--- src/rtl/inst_buffer.sv ---
// inst_buffer: circular decoupling queue between fetch and dispatch.
//   clock              - system clock
//   reset              - synchronous, active-high; clears pointers, count and storage
//   branch_flush_en    - mispredict flush; empties the buffer on the next edge
//   fetch_dispatch_in  - up to SUPERSCALAR_WAYS in-order fetched packets, way 0 oldest
//   dispatch_num       - entries dispatch consumed from the head this cycle
//   dispatch_fetch_out - {enable, first_stall_idx}: where fetch must resume
//   ib_out             - oldest SUPERSCALAR_WAYS entries, ib_out[0] = head
//   ib_count           - registered occupancy

package inst_buffer_pkg;
    localparam int unsigned XLEN             = 32;
    localparam int unsigned SUPERSCALAR_WAYS = 2;
    localparam int unsigned IDX_W            = (SUPERSCALAR_WAYS > 1) ? $clog2(SUPERSCALAR_WAYS) : 1;

    typedef struct packed {
        logic            valid;
        logic [XLEN-1:0] PC;
        logic [XLEN-1:0] NPC;
        logic [XLEN-1:0] inst;
    } FETCH_DISPATCH_PACKET;

    typedef struct packed {
        logic             enable;
        logic [IDX_W-1:0] first_stall_idx;
    } DISPATCH_FETCH_PACKET;
endpackage

// The packet types fix the way count and XLEN; SUPERSCALAR_WAYS must match the package value.
module inst_buffer #(
    parameter int unsigned SUPERSCALAR_WAYS = inst_buffer_pkg::SUPERSCALAR_WAYS,
    parameter int unsigned IB_DEPTH         = 8
) (
    input  logic                                  clock,
    input  logic                                  reset,
    input  logic                                  branch_flush_en,
    input  inst_buffer_pkg::FETCH_DISPATCH_PACKET fetch_dispatch_in [SUPERSCALAR_WAYS],
    input  logic [$clog2(SUPERSCALAR_WAYS+1)-1:0] dispatch_num,
    output inst_buffer_pkg::DISPATCH_FETCH_PACKET dispatch_fetch_out,
    output inst_buffer_pkg::FETCH_DISPATCH_PACKET ib_out [SUPERSCALAR_WAYS],
    output logic [$clog2(IB_DEPTH+1)-1:0]         ib_count
);

    localparam int unsigned PTR_W = $clog2(IB_DEPTH);
    localparam int unsigned CNT_W = $clog2(IB_DEPTH + 1);
    localparam int unsigned IDX_W = inst_buffer_pkg::IDX_W;

    logic [PTR_W-1:0] r_head;
    logic [PTR_W-1:0] r_tail;
    logic [CNT_W-1:0] r_count;
    inst_buffer_pkg::FETCH_DISPATCH_PACKET [IB_DEPTH-1:0] r_mem;

    logic [CNT_W-1:0] w_free;
    logic [CNT_W-1:0] w_lead;
    logic [CNT_W-1:0] w_nvalid;
    logic [CNT_W-1:0] w_k;
    logic [CNT_W-1:0] w_dn;
    logic [CNT_W-1:0] w_d;
    logic             w_stop;
    logic             w_block;

    assign w_block = reset | branch_flush_en;

    // Accept count k: leading valid ways, limited by free space from the registered count only.
    always_comb begin : accept_calc
        w_free   = CNT_W'(IB_DEPTH) - r_count;
        w_lead   = '0;
        w_nvalid = '0;
        w_stop   = 1'b0;
        for (int i = 0; i < int'(SUPERSCALAR_WAYS); i++) begin
            if (fetch_dispatch_in[i].valid) begin
                w_nvalid = w_nvalid + CNT_W'(1);
                if (!w_stop) begin
                    w_lead = w_lead + CNT_W'(1);
                end
            end else begin
                w_stop = 1'b1;
            end
        end
        w_k = (w_lead < w_free) ? w_lead : w_free;
    end

    // Dequeue count d: clamp the request to occupancy and to the port width.
    always_comb begin : dequeue_calc
        w_dn = CNT_W'(dispatch_num);
        if (w_dn > CNT_W'(SUPERSCALAR_WAYS)) begin
            w_dn = CNT_W'(SUPERSCALAR_WAYS);
        end
        w_d = (w_dn < r_count) ? w_dn : r_count;
    end

    // Stall feedback: fetch resumes at the first way that was not accepted.
    always_comb begin : feedback
        dispatch_fetch_out                 = '0;
        dispatch_fetch_out.enable          = !w_block && (w_k < w_nvalid);
        if (dispatch_fetch_out.enable) begin
            dispatch_fetch_out.first_stall_idx = IDX_W'(w_k);
        end
    end

    // Head window; valids are masked while reset or flush is in effect.
    always_comb begin : out_view
        for (int i = 0; i < int'(SUPERSCALAR_WAYS); i++) begin
            ib_out[i]       = r_mem[r_head + PTR_W'(i)];
            ib_out[i].valid = !w_block && (CNT_W'(i) < r_count);
        end
    end

    assign ib_count = reset ? '0 : r_count;

    // Pointer/count/storage update; reset over flush over normal enqueue+dequeue.
    always_ff @(posedge clock) begin : state_update
        if (reset) begin
            r_head  <= '0;
            r_tail  <= '0;
            r_count <= '0;
            r_mem   <= '0;
        end else if (branch_flush_en) begin
            r_head  <= '0;
            r_tail  <= '0;
            r_count <= '0;
        end else begin
            for (int i = 0; i < int'(SUPERSCALAR_WAYS); i++) begin
                if (CNT_W'(i) < w_k) begin
                    r_mem[r_tail + PTR_W'(i)] <= fetch_dispatch_in[i];
                end
            end
            r_tail  <= r_tail + PTR_W'(w_k);
            r_head  <= r_head + PTR_W'(w_d);
            r_count <= r_count + w_k - w_d;
        end
    end

endmodule

--- config.mk ---
export PLATFORM = sky130hd
export DESIGN_NAME = inst_buffer
export DESIGN_NICKNAME = d
export VERILOG_FILES = /design/src/rtl/inst_buffer.sv
export SDC_FILE = /design/constraint.sdc
export NUM_CORES = 2
export LEC_CHECK = 0
export CAP_MARGIN = 0
export CORE_MARGIN = 1
export CORE_UTILIZATION = 45
export DETAILED_ROUTE_END_ITERATION = 10
export MAX_ROUTING_LAYER = met4
export SLEW_MARGIN = 20
export SYNTH_ARGS = -nofsm -noshare
export SYNTH_HDL_FRONTEND = slang
export SYNTH_SLANG_ARGS = --single-unit
export TNS_END_PERCENT = 30
--- constraint.sdc ---
create_clock -name clock -period 5.9 [get_ports clock]
set_input_delay 1.18 -clock clock [delete_from_list [all_inputs] [get_ports clock]]
set_output_delay 1.18 -clock clock [all_outputs]
set_load 0.02 [all_outputs]
* Yosys cells after proc, flatten, opt, wreduce, memory -nomap -nowiden
Index checks and enable logic that the tools add are counted.
** Word-level totals
- Register bits after elaboration :: 786
- Latch bits :: 0
- Output and inout bits :: 200
- Memories :: 0
- RAM bits :: 0
- ROM bits :: 0
** Cells by class
- Add/subtract/negate cells :: 8
- Bitwise operators :: 1
- Shift operators :: 0
- $lt $le $gt $ge :: 14
- Reduce and logical (&&, ||, !) cells :: 7
- Mux-type cells :: 23
- Divide/modulo/power cells :: 0
- Eq/ne operators :: 0
- Multipliers :: 0
** Operators with widths (count)
- $mux W776 :: 4
- $bwmux W776 :: 2
- $bmux W97 S3 :: 2
- $demux W97 S3 :: 2
- $mux W97 :: 2
- $mux W96 :: 2
- $mux W4 :: 6
- $lt A1 B4 Y1 const A :: 4
- $lt A3 B4 Y1 const B :: 4
- $lt A4 B4 Y1 :: 3
- $add A3 B1 Y3 const B :: 2
- $add A3 B3 Y3 :: 2
- $ge A3 B1 Y1 const B :: 2
- $logic_and A1 B1 Y1 :: 5
- $add A4 B1 Y4 const B :: 1
- $add A4 B4 Y4 :: 1
- $sub A4 B4 Y4 :: 1
- $sub A4 B4 Y4 const A :: 1
- $gt A2 B2 Y1 const B :: 1
- $mux W1 :: 2
- $mux W2 :: 1
- $reduce_or A2 Y1 :: 1
- $logic_not A1 Y1 :: 1
- $or A1 B1 Y1 :: 1

* Depth between registers and ports, before layout
- Depth in word-level cells :: 12
- Depth in mapped cells :: 15
- Depth with buffers taken out :: 14

* Least setup slack after synthesis
Ideal clock, no wire load.
- Path kind :: in2out
- Start point :: in fetch_dispatch_in[96] (netlist bit)
- End point :: out dispatch_fetch_out[0] (netlist bit)
- Data required time :: 4.720 ns
- Stages :: 8
- Data arrival time :: 3.549 ns
- Buffers on the path :: 1
- Setup slack :: 1.171 ns
- Path through :: ha_1 -> ha_1 -> a21oi_1 -> nor4_1 -> buf_2 -> or2_1 -> ha_1 -> nor4_1
** RTL lines
- start, declared :: RTL line 37 : input inst_buffer_pkg::FETCH_DISPATCH_PACKET fetch_dispatch_in [SUPERSCALAR_WAYS],
- end, declared :: RTL line 39 : output inst_buffer_pkg::DISPATCH_FETCH_PACKET dispatch_fetch_out,

==> run_results.csv <==
group,metric,value,unit
logic_synthesis,ys_top_cells_by_area,"sky130_fd_sc_hd__dfxtp_1 35%, sky130_fd_sc_hd__o211ai_1 19%, sky130_fd_sc_hd__mux4_2 19%",
die,initial_core_util,45.6,%
logic_synthesis,ys.warnings.count,0,
routing,route.vias.total,43477,
worst_hold_path,timing.hold.worst.class,"reg -> reg",
sta,layout_worst_path_cycle_share,95.7,%
sta,setup_repair_after_global_routing_missed_its_margin,"false",
logic_synthesis,post_synth_instance_area,0.0451,mm2
sta,finalHoldViolations,0,
logic_synthesis,ys_seq_area_share,34.6,%
setup_path,maximum_fanout_count_along_the_critical_path,10,
flow_run,cap_violations,0,
worst_hold_path,min_from,"r_mem[728]",
logic_synthesis,synthFlopType,"sky130_fd_sc_hd__dfxtp_1",
routing,first_pass_iters,5,
clock_tree,postcts_setup_bufs,0,
pwr,cellPowerDensity,339,mW/mm2
grt,grt_pass1_wl,279000,um
grt,maximum_number_of_pins_on_one_net_before_global_route_repair,127,
placed_design,globalplace.congestion,0.877,
die,dieArea,0.101,mm2
setup_path,worst_ep_required_time,4.72,ns
grt,groute.usage.overall,37.4,%
sta,slew_viol_final,0,
outcome,run_status,"finished clean",
die,floorplan.die.height,318,um
clock_tree,tritoncts_clock_tree,"done",
logic_synthesis,yosysUniqueCellTypes,53,
cells_and_area,area_delta_synth_final,17.4,%
clock_tree,clkSinkCount,778,
placed_design,place_area,0.0498,mm2
sta,maxSlewHeadroom,23.2,%
sta,skew,0.0172,ns
grt,gr-total-overflow,0,
logic_synthesis,synth.top_cell.area_share,34.6,%
placed_design,post-place-ws,0.340,ns
die,core-area,0.0989,mm2
grt,antenna_found_initial,23,
clock_tree,clkLatencyLatePin,0.67,ns
die,placementRows,115,
logic_synthesis,ys_async_sr_fraction,0,%
sta,number_of_endpoints_failing_setup_at_the_final_stage,0,
sta,max_freq,0.177,GHz
pwr,leakagePower,15.9,nW
grt,first_global_vias,41550,
sta,post_route_worst_setup_slack,0.256,ns
routing,drt-initial-drc-count,5769,
cells_and_area,nets,4625,
pwr,worst_ir_drop_vdd,0.234,mV
clock_tree,clock_path_buffers,3,
setup_path,startpoint_type,"input port",
logic_synthesis,count_of_flip_flops_with_a_built_in_enable_after_synthesis,0,
logic_synthesis,post_synth.cell_area_avg,10.2,um2
setup_path,worstPathArrival,4.46,ns
clock_tree,clock_tree_root_buffer_cell,"sky130_fd_sc_hd__clkbuf_16",
placed_design,portBuffers,398,
setup_path,critical_path_class,"in -> out",
clock_tree,tritoncts.num_buffers,89,
setup_path,worst_r2r_startpoint,"r_count[0]",
clock_tree,clk_transition_reported_paths,0.06,ns
logic_synthesis,post-synth-top-area-cell,"sky130_fd_sc_hd__dfxtp_1",
cells_and_area,finalInstanceArea,0.0529,mm2
die,top_ports,399,
setup_path,cp-end-kind,"output pin",
sta,tightest_slew,1.15,ns
clock_tree,cts_repair_resize_count,0,
sta,fin_crit,5.64,ns
placed_design,place_hpwl,102000,um
routing,totalWireLength,191000,um
routing,detail_route.vias_per_cell,7.51,
setup_path,crit_path_start,"fetch_dispatch_in[96]",
clock_tree,cts_hold_repair.buffers,0,
routing,route.detailed.drc,0,
cells_and_area,drive_above_1_share,19.1,%
routing,antenna_violating_nets_post_route,0,
logic_synthesis,netlist_instances,4409,
routing,detail_route.wl_per_cell,33.0,um
logic_synthesis,number_of_flip_flops_and_latches_in_the_synthesized_netlist,778,
logic_synthesis,synth_fp_nets,4627,
die,chipWidth,318,um
clock_tree,cts_htree_levels,3,
-- cells in the mapped netlist (6+ instances only) --
| master | count |
|---|---|
| sky130_fd_sc_hd__a31oi_1 | 7 |
| sky130_fd_sc_hd__and2_1 | 99 |
| sky130_fd_sc_hd__buf_1 | 105 |
| sky130_fd_sc_hd__buf_2 | 51 |
| sky130_fd_sc_hd__buf_4 | 6 |
| sky130_fd_sc_hd__buf_6 | 16 |
| sky130_fd_sc_hd__clkbuf_1 | 408 |
| sky130_fd_sc_hd__dfxtp_1 | 778 |
| sky130_fd_sc_hd__ha_1 | 15 |
| sky130_fd_sc_hd__inv_1 | 17 |
| sky130_fd_sc_hd__mux2_2 | 192 |
| sky130_fd_sc_hd__mux4_2 | 384 |
| sky130_fd_sc_hd__nand2_1 | 676 |
| sky130_fd_sc_hd__nand3_1 | 7 |
| sky130_fd_sc_hd__nor2_1 | 24 |
| sky130_fd_sc_hd__o211ai_1 | 1160 |
| sky130_fd_sc_hd__o221ai_1 | 384 |
| sky130_fd_sc_hd__xor2_1 | 7 |
-- area by class of cell --
| type | instances | area, um2 |
|---|---|---|
| diodes | 24 | 60.1 |
| fillers | 8602 | 45900 |
| clock inverters | 31 | 320 |
| clock buffers | 130 | 2710 |
| flip-flops and latches | 778 | 15600 |
| multi-input cells | 3026 | 27300 |
| well taps | 1287 | 1610 |
| inverters | 19 | 71.3 |
| repair buffers | 493 | 5290 |
-- state kept, by name, indices dropped and copies added (netlist names) --
signal / count
r_count: 4
r_tail: 3
r_head: 3
r_mem: 768
-- cells in the final DEF (no fill, tap or decap), drive strengths merged, types with 24 or more instances in the layout --
master	n
buf	95
diode	24
o211ai	1160
nand2	676
and2	99
dfxtp	778
clkbuf	130
clkdlybuf4s50	398
nor2	24
mux2	192
mux4	384
o221ai	384
-- cell families (layout without fill, tap and decap cells) --
group	count (synthesis)	after routing	synth area share [%]
buffers and inverters	605	673	5.50
xor gates and xnor gates	12	12	0.233
DFF	778	778	34.6
other	1	25	0.00832
and+or+nand+nor	836	836	7.71
muxes	578	578	24.0
adders and majority gates	19	19	0.594
AOI/OAI and AO/OA	1580	1580	27.4
-- per-layer routing --
metal / wire [um] / GRT usage [%] / vias up
li1: - / - / 17881
met1: 75100 / 50.1 / 21576
met2: 83000 / 53.1 / 3491
met3: 25300 / 9.96 / 529
met4: 7430 / 15.8 / 0
met5: 0 / - / -
-- critical path, stage by stage --
cell                              delay [ns]
sky130_fd_sc_hd__clkdlybuf4s50_1        0.43
sky130_fd_sc_hd__ha_1                   0.23
sky130_fd_sc_hd__ha_1                   0.29
sky130_fd_sc_hd__a21oi_1                0.09
sky130_fd_sc_hd__nor4_2                 0.77
sky130_fd_sc_hd__or2_1                  0.23
sky130_fd_sc_hd__ha_1                   0.25
sky130_fd_sc_hd__nor4_1                 0.31
sky130_fd_sc_hd__clkdlybuf4s50_1        0.67
-- power breakdown --
group,total (mW),internal (mW),switching (mW)
sequential,5.97,5.63,0.345
clock,5.83,3.44,2.39
combinational,6.13,2.36,3.78
total,17.9,11.4,6.51
-- worst paths after layout --
path,end,slack [ns],cells after the start
max,dispatch_fetch_out[0],0.26,9
min,r_mem[728],0.52,2
max reg2reg,r_mem[543],1.77,12
min reg2reg,r_mem[728],0.52,2
-- stage by stage --
step                      hold WS (ns)  instances  power (mW)  utilization (%)  TNS (ns)
after global placement           0.504       5603        12.0             50.4  -0.00715
after global routing             0.537       5785        18.4             53.5         0
final                            0.521       5788        17.9             53.6         0
after detailed placement         0.514       5603        12.0             50.4         0
after CTS                        0.526       5764        17.8             53.5         0
after floorplan                  0.484       4409        9.56                -         0
No activity file was read; power rests on OpenSTA's default activity.
